$ cat config.mk
export PLATFORM = sky130hd
export DESIGN_NAME = riscv_divider
export DESIGN_NICKNAME = d
export VERILOG_FILES = /design/src/rtl/riscv_divider_pkg.sv /design/src/rtl/riscv_divider.sv
export SDC_FILE = /design/constraint.sdc
export NUM_CORES = 1
export LEC_CHECK = 0
export BUFFER_PORTS_ARGS = -buffer_cell sky130_fd_sc_hd__buf_2
export CORE_ASPECT_RATIO = 1.75
export CORE_MARGIN = 5
export CORE_UTILIZATION = 45
export CTS_CLUSTER_SIZE = 16
export DETAILED_ROUTE_END_ITERATION = 7
export REMOVE_ABC_BUFFERS = 1
export SLEW_MARGIN = 10
export SYNTH_ARGS = -nofsm -noshare
export SYNTH_HDL_FRONTEND = slang
export SYNTH_SLANG_ARGS = --single-unit
$ cat constraint.sdc
create_clock -name clk_i -period 8.35 [get_ports clk_i]
set_input_delay 1.2525 -clock clk_i [delete_from_list [all_inputs] [get_ports clk_i]]
set_output_delay 1.2525 -clock clk_i [all_outputs]
set_load 0.03 [all_outputs]
$ cat src/rtl/riscv_divider_pkg.sv
`default_nettype none
// ============================================================================
// Module      : riscv_divider_pkg
// Description : Shared op and state encodings for the RV32M divide unit.
// Revision    : 1.0 - initial release
// ============================================================================
package riscv_divider_pkg;

    localparam int c_XLEN = 32;

    // Operation encodings as presented on div_op_i
    localparam logic [1:0] c_DIV_OP_DIV  = 2'd0;
    localparam logic [1:0] c_DIV_OP_DIVU = 2'd1;
    localparam logic [1:0] c_DIV_OP_REM  = 2'd2;
    localparam logic [1:0] c_DIV_OP_REMU = 2'd3;

    localparam logic [1:0] c_DIV_ST_IDLE = 2'd0;
    localparam logic [1:0] c_DIV_ST_RUN  = 2'd1;
    localparam logic [1:0] c_DIV_ST_DONE = 2'd2;

    function automatic logic op_is_signed(input logic [1:0] op);
        return (op == c_DIV_OP_DIV) || (op == c_DIV_OP_REM);
    endfunction

    function automatic logic op_is_rem(input logic [1:0] op);
        return (op == c_DIV_OP_REM) || (op == c_DIV_OP_REMU);
    endfunction

endpackage
`default_nettype wire

$ cat src/rtl/riscv_divider.sv
`default_nettype none
// ============================================================================
// Module      : riscv_divider
// Description : Iterative restoring 32-bit divider for DIV/DIVU/REM/REMU,
//               one quotient bit per cycle, fixed latency, flushable.
// Revision    : 1.0 - initial release
// ============================================================================
module riscv_divider
    import riscv_divider_pkg::*;
#(
    parameter int DIV_LATENCY = 32
) (
    input  logic                clk_i,
    input  logic                rst_i,
    input  logic                div_valid_i,
    input  logic [1:0]          div_op_i,
    input  logic [c_XLEN-1:0]   div_a_i,
    input  logic [c_XLEN-1:0]   div_b_i,
    output logic                div_accept_o,
    input  logic                flush_i,
    output logic                div_valid_o,
    output logic [c_XLEN-1:0]   div_result_o
);

    localparam int                 c_CNT_W = $clog2(DIV_LATENCY + 1);
    localparam logic [c_CNT_W-1:0] c_LAST  = c_CNT_W'(DIV_LATENCY - 1);

    logic [1:0]         r_state;
    logic [1:0]         r_op;
    logic [c_XLEN-1:0]  r_quo;
    logic [c_XLEN-1:0]  r_rem;
    logic [c_XLEN-1:0]  r_divisor;
    logic               r_neg_q;
    logic               r_neg_r;
    logic [c_CNT_W-1:0] r_count;
    logic               r_valid;
    logic [c_XLEN-1:0]  r_result;

    logic               w_signed;
    logic [c_XLEN-1:0]  w_a_mag;
    logic [c_XLEN-1:0]  w_b_mag;
    logic               w_neg_q_in;
    logic               w_neg_r_in;
    logic [c_XLEN:0]    w_rem_sh;
    logic               w_ge;
    logic [c_XLEN-1:0]  w_diff;
    logic [c_XLEN-1:0]  w_quo_fix;
    logic [c_XLEN-1:0]  w_rem_fix;
    logic [c_XLEN-1:0]  w_result;
    logic               w_last;

    // Operand capture: magnitudes for signed ops, raw values otherwise
    always_comb begin
        w_signed   = op_is_signed(div_op_i);
        w_a_mag    = (w_signed && div_a_i[c_XLEN-1]) ? (~div_a_i + 1'b1) : div_a_i;
        w_b_mag    = (w_signed && div_b_i[c_XLEN-1]) ? (~div_b_i + 1'b1) : div_b_i;
        // A zero divisor must yield all-ones quotient, so suppress its negation
        w_neg_q_in = w_signed && (div_a_i[c_XLEN-1] ^ div_b_i[c_XLEN-1])
                     && (div_b_i != '0);
        w_neg_r_in = w_signed && div_a_i[c_XLEN-1];
    end

    // One restoring step. The shifted remainder is below 2*divisor, so when
    // its top bit is set the subtraction always succeeds and fits in 32 bits.
    always_comb begin
        w_rem_sh = {r_rem, r_quo[c_XLEN-1]};
        w_ge     = w_rem_sh[c_XLEN] || (w_rem_sh[c_XLEN-1:0] >= r_divisor);
        w_diff   = w_rem_sh[c_XLEN-1:0] - r_divisor;
        w_last   = (r_count == c_LAST);
    end

    always_comb begin
        w_quo_fix = r_neg_q ? (~r_quo + 1'b1) : r_quo;
        w_rem_fix = r_neg_r ? (~r_rem + 1'b1) : r_rem;
        w_result  = op_is_rem(r_op) ? w_rem_fix : w_quo_fix;
    end

    always_ff @(posedge clk_i) begin
        if (rst_i) begin
            r_state   <= c_DIV_ST_IDLE;
            r_op      <= '0;
            r_quo     <= '0;
            r_rem     <= '0;
            r_divisor <= '0;
            r_neg_q   <= 1'b0;
            r_neg_r   <= 1'b0;
            r_count   <= '0;
            r_valid   <= 1'b0;
            r_result  <= '0;
        end else begin
            r_valid <= 1'b0;
            case (r_state)
                c_DIV_ST_IDLE: begin
                    if (div_valid_i && !flush_i) begin
                        r_op      <= div_op_i;
                        r_quo     <= w_a_mag;
                        r_divisor <= w_b_mag;
                        r_neg_q   <= w_neg_q_in;
                        r_neg_r   <= w_neg_r_in;
                        r_rem     <= '0;
                        r_count   <= '0;
                        r_state   <= c_DIV_ST_RUN;
                    end
                end
                c_DIV_ST_RUN: begin
                    if (flush_i) begin
                        r_state <= c_DIV_ST_IDLE;
                    end else begin
                        r_rem   <= w_ge ? w_diff : w_rem_sh[c_XLEN-1:0];
                        r_quo   <= {r_quo[c_XLEN-2:0], w_ge};
                        r_count <= r_count + 1'b1;
                        if (w_last) begin
                            r_state <= c_DIV_ST_DONE;
                        end
                    end
                end
                c_DIV_ST_DONE: begin
                    r_state <= c_DIV_ST_IDLE;
                    if (!flush_i) begin
                        r_result <= w_result;
                        r_valid  <= 1'b1;
                    end
                end
                default: begin
                    r_state <= c_DIV_ST_IDLE;
                end
            endcase
        end
    end

    assign div_accept_o = (r_state == c_DIV_ST_IDLE);
    assign div_valid_o  = r_valid;
    assign div_result_o = r_result;

endmodule
`default_nettype wire

# Word level (Yosys, flattened, before mapping)
# Index checks and enable logic that the tools add are counted.
# word_totals
regBits	141
inputBits	70
elab_cells	71
output_inout_bits	34
# classes
add_sub_neg	6
bitwise	7
n_reduce_logical	18
n_eq_ne	9
mux	20
magnitude_cmp	1
# ops
operator	count
32-bit two-way mux	10
32-bit by 1-bit adder with 32-bit output (second input constant)	4
32-bit inverter	4
32-bit one-hot mux with 2 select lines	2
32-bit greater-or-equal comparator	1
32-bit nonzero test	1
32-bit subtractor	1
6-bit two-way mux	2
6-bit one-hot mux with 2 select lines	1
2-bit equality test (second input constant)	4
6-bit by 1-bit adder with 6-bit output (second input constant)	1
6-bit by 5-bit equality test with 1-bit output (second input constant)	1
2-bit two-way mux	3
2-bit AND reduction	3
1-bit logical AND	5
2-bit zero test	2
2-bit one-hot mux with 2 select lines	1
1-bit logical OR	3
3-bit != test (second input constant)	1
3-bit AND reduction	1
2-bit by 1-bit equality test with 1-bit output (second input constant)	1
2-bit by 1-bit != test with 1-bit output (second input constant)	1
2-bit != test (second input constant)	1
1-bit inverter	2
other kinds (5)	5

# Longest topological paths before layout
# depth
word_depth	6
depth_mapped	14
depth_no_buf	12

# Worst setup path before layout
# OpenSTA, ideal clock, no wires.
# synth_timing
path_type	in2reg
startpoint	in div_a_i[1]
endpoint	reg r_quo[29]
required_ps	8219
setup_time_ps	131
cell_stages	9
setup_slack_ps	4509
path_buffers	1
arrival_time_ps	3711
cell_sequence	or4_1 -> or3b_2 -> buf_2 -> or4_4 -> nor3_2 -> nand2_1 -> o41ai_1 -> xor2_1 -> o22ai_1
# synth_between
elab_chain_len	5
# synth_rtl
element	line_no	rtl
start, declared	riscv_divider.sv:17	input logic [c_XLEN-1:0] div_a_i,
32-bit inverter	riscv_divider.sv:55	w_a_mag = (w_signed && div_a_i[c_XLEN-1]) ? (~div_a_i + 1'b1) : div_a_i;
32-bit by 1-bit adder with 32-bit output	riscv_divider.sv:55	
32-bit two-way mux	riscv_divider.sv:55	
32-bit two-way mux	riscv_divider.sv:94	if (div_valid_i && !flush_i) begin
32-bit one-hot mux with 2 select lines	riscv_divider.sv:92	case (r_state)
end signal, assigned	riscv_divider.sv:96	r_quo <= w_a_mag;
end signal, assigned	riscv_divider.sv:110	r_quo <= {r_quo[c_XLEN-2:0], w_ge};
end, declared	riscv_divider.sv:30	logic [c_XLEN-1:0] r_quo;
# Every way passes these cells. The select of a mux whose other input is x is not followed.
# A chain may end at the register's enable or synchronous reset.

# Worst setup path after layout
# layout_timing
startpoint	reg r_quo[31]
endpoint	reg r_rem[28]
# layout_between
elab_chain_len	5
word_cells_on_any_way	6
classes_between	add/sub: 1; order compare: 1; mux: 3; reduce/logical: 1
# layout_rtl
element	line_no	rtl
32-bit greater-or-equal comparator	riscv_divider.sv:67	w_ge = w_rem_sh[c_XLEN] || (w_rem_sh[c_XLEN-1:0] >= r_divisor);
1-bit logical OR	riscv_divider.sv:67	
32-bit two-way mux *	riscv_divider.sv:109	r_rem <= w_ge ? w_diff : w_rem_sh[c_XLEN-1:0];
32-bit two-way mux *	riscv_divider.sv:106	if (flush_i) begin
32-bit one-hot mux with 2 select lines *	riscv_divider.sv:92	
end signal, assigned	riscv_divider.sv:109	
end, declared	riscv_divider.sv:31	logic [c_XLEN-1:0] r_rem;
# Every way passes the cells marked *; elsewhere a longest branch is shown, timed or not. The select of a mux whose other input is x is not followed.

==> impl_metrics.yaml <==
floorplanning:
  fp.dieW_microns: 121
  ioPinCount: 104
  core_area_sq_mm: 0.0213
  die_h_microns: 204
  die_area_sq_mm: 0.0246
  rows: 71
  start_util: 0.453
global_routing:
  first_global_vias: 8595
  grt_max_degree: 72
  grt_pass1_wl_microns: 42800
  grt.total_usage: 0.211
  busiest_layer: "met2"
  gr-total-overflow: 0
  use_met1: 0.251
  antenna_found_initial: 0
  use_met3: 0.0291
  grt.met2_usage: 0.379
layout:
  antenna_cells: 0
  area_growth_pct: 12.8
  nets: 1428
  post-route-cell-area_sq_mm: 0.0109
  drive_above_1_share: 0.119
  fillers: 2146
logic_synthesis:
  avgSynthCellArea_sq_um: 7.68
  synthTopCellsByCount: "nand2_1, dfxtp_1, a21oi_1"
  synth-edff-count: 0
  ys_top_cells_by_area: "dfxtp_1, xnor2_1, a21oi_1"
  yosysSeqAreaShare: 0.290
  syn-cell-area_sq_mm: 0.00966
  ys_warn_count: 0
  synthFlopType: "dfxtp_1"
  yosysTopAreaCellShare: 0.290
  yosys.cell_types.count: 62
  yosysMostFrequentCell: "nand2_1"
  async_flop_share: 0
  synth_cells: 1258
  yosys.area.top_type: "dfxtp_1"
  ys_seq_elements: 140
critical_path:
  arrival_ps: 4140
  reg2reg_slack_ps: 4520
  ff2ff_path_depth: 13
  crit_path_start_kind: "flop"
  critical_path_class: "reg2reg"
  timing.rr.start: "r_quo[31]$_SDFFE_PP0P_"
  cpPeakStageDelay_ps: 420
  required_ps: 8660
  cp_slowest_cell: "a221o_1"
  cpMostUsedCell: "a21oi_1"
  critPathMaxFanout: 28
  worstSetupEndpointType: "flop"
  cp_cell_sequence: "inv_1 > ha_1 > fa_1 > nand2b_1 > a21oi_1 > o211ai_1 > o21ai_0 > a21oi_1 > o31ai_1 > a21o_1 > buf_4 > nor2_1 > a221o_1"
  worstReg2RegEnd: "r_rem[28]$_SDFFE_PP0P_"
detailed_routing:
  viasPerCell: 5.65
  num_vias: 8972
  dr.pass1.iters: 5
  drc: 0
  wl_per_cell_microns: 16.2
  routed_wl_microns: 25700
  ant_nets: 0
  drt_iter0_drc: 463
clocking:
  cts_resized: 0
  clockBufferDepth: 2
  numCtsBuffers: 17
  cts.reportedPaths.clkPinSlew_ps: 60
  worstSkewPairLatency_ps: 430
  postCtsHoldBufs: 0
  root_buffer: "clkbuf_16"
  cts_tree: "done"
  post_cts_buffers: 0
  cts.sinks: 140
  cts.htree.levels: 4
place:
  place_ws_ps: 4050
  place.gp.congestion: 0.830
  io_buffers: 103
  placed_area_sq_mm: 0.0103
  hpwl_microns: 19600
timing:
  slew_violations: 0
  tightest_slew_ps: 1100
  finalCritPeriodShare: 0.459
  fmax_mhz: 261
  period_minus_slack_ps: 3830
  setup_violations: 0
  hold_viol: 0
  slew-limit-headroom: 0.266
  skew_ps: 7.49
  fin_ws_ps: 4520
  rsz0062_at_grt: "no"
outcome:
  status: "finished clean"
min_path:
  hold_path.class: "reg2reg"
  min_to: "div_result_o[5]$_SDFFE_PP0P_"
  holdCritStartpoint: "div_result_o[5]$_SDFFE_PP0P_"
  holdPathStages: 2
power_and_ir_drop:
  power_density_mw_per_mm2: 166
  vdd_ir_drop_max_v: 0.000143
  leakagePower_nw: 4.20
flow_run:
  cap_violations: 0
placed cells by master (no fill, tap or decap), types with 9 or more instances in the layout:
master,netlist,routed
ha_1,37,37
o31ai_1,29,29
inv_1,52,52
o211ai_1,23,23
mux2i_1,28,28
o21ai_0,75,75
clkbuf_16,0,17
a211oi_1,39,39
a21oi_1,121,121
buf_4,0,12
a22oi_1,29,29
nor2b_1,9,9
nor4_1,16,16
nand2b_1,14,14
buf_2,3,102
or4_1,11,11
xor2_1,62,62
dfxtp_1,140,139
nand2_1,149,149
o41ai_1,17,17
or3_1,14,14
nor3_1,18,18
nor2_1,107,104
and3_1,10,10
xnor2_1,82,82
nand3_1,11,11
logic make-up after synthesis:
| kind of cell | share of synthesized area |
|---|---|
| compound gates | 0.262 |
| simple gates | 0.187 |
| xor+xnor | 0.131 |
| flops | 0.290 |
| buf+inv | 0.0482 |
| fa+ha+maj | 0.0500 |
| mux | 0.0325 |
worst max-delay path by stage:
stage | startpoint | end | slack (ps) | cells after the start
after detailed placement | div_b_i[5] | r_divisor[28]$_SDFFE_PP0P_ | 4050 | 9
after global placement | div_b_i[6] | r_divisor[28]$_SDFFE_PP0P_ | 4090 | 9
after global routing | r_quo[31]$_SDFFE_PP0P_ | r_rem[28]$_SDFFE_PP0P_ | 4200 | 13
final | r_quo[31]$_SDFFE_PP0P_ | r_rem[28]$_SDFFE_PP0P_ | 4520 | 13
after CTS | div_b_i[6] | r_divisor[28]$_SDFFE_PP0P_ | 4480 | 9
after floorplan | flush_i | r_rem[31]$_SDFFE_PP0P_ | -4550 | 4
final cells by class:
type / count / area (sq um) / share of cell area
clock buffer: 24 / 482 / 0.0442
clock inverter: 7 / 88.8 / 0.00815
inverter: 52 / 195 / 0.0179
multi-input combinational: 995 / 6400 / 0.588
sequential: 140 / 2800 / 0.257
tap: 255 / 319 / 0.0293
timing repair buffer: 114 / 601 / 0.0551
state kept, by name (all words and copies together), names as in the netlist:
name and count:
r_quo 32, r_state 2, r_neg_q 1, div_result_o 32, r_op 1, r_divisor 32
div_valid_o 1, r_count 6, r_rem 32, r_neg_r 1
report_power, final:
| group | internal, mW | switching, mW |
|---|---|---|
| combinational | 0.139 | 0.203 |
| clock | 0.460 | 0.287 |
| sequential | 0.690 | 0.0248 |
| total | 1.29 | 0.515 |
through the flow:
step	utilization	TNS [ps]	std cells	power [mW]	hold slack [ps]
final	0.511	0	1587	1.80	450
after CTS	0.511	0	1587	1.81	451
after floorplan	-	-203190	1187	0.971	425
after detailed placement	0.484	0	1556	1.07	443
after global routing	0.511	0	1587	1.89	469
after global placement	0.484	0	1556	1.07	440
layer usage:
metal	up-vias	part of all wire
met4	0	0.030
met1	4118	0.43
met5	-	0
met2	158	0.51
met3	35	0.029
li1	4661	-
critical path, delay by kind of cell, from the launching register on:
| family | cells | cell delay (ps) |
|---|---|---|
| AND/OR/NAND/NOR | 2 | 420 |
| flip-flops | 1 | 370 |
| AO/OA/AOI/OAI | 7 | 1720 |
| buffers and inverters | 2 | 560 |
| adder cells (fa/ha/maj) | 2 | 650 |
(Power assumes the default switching activity.)
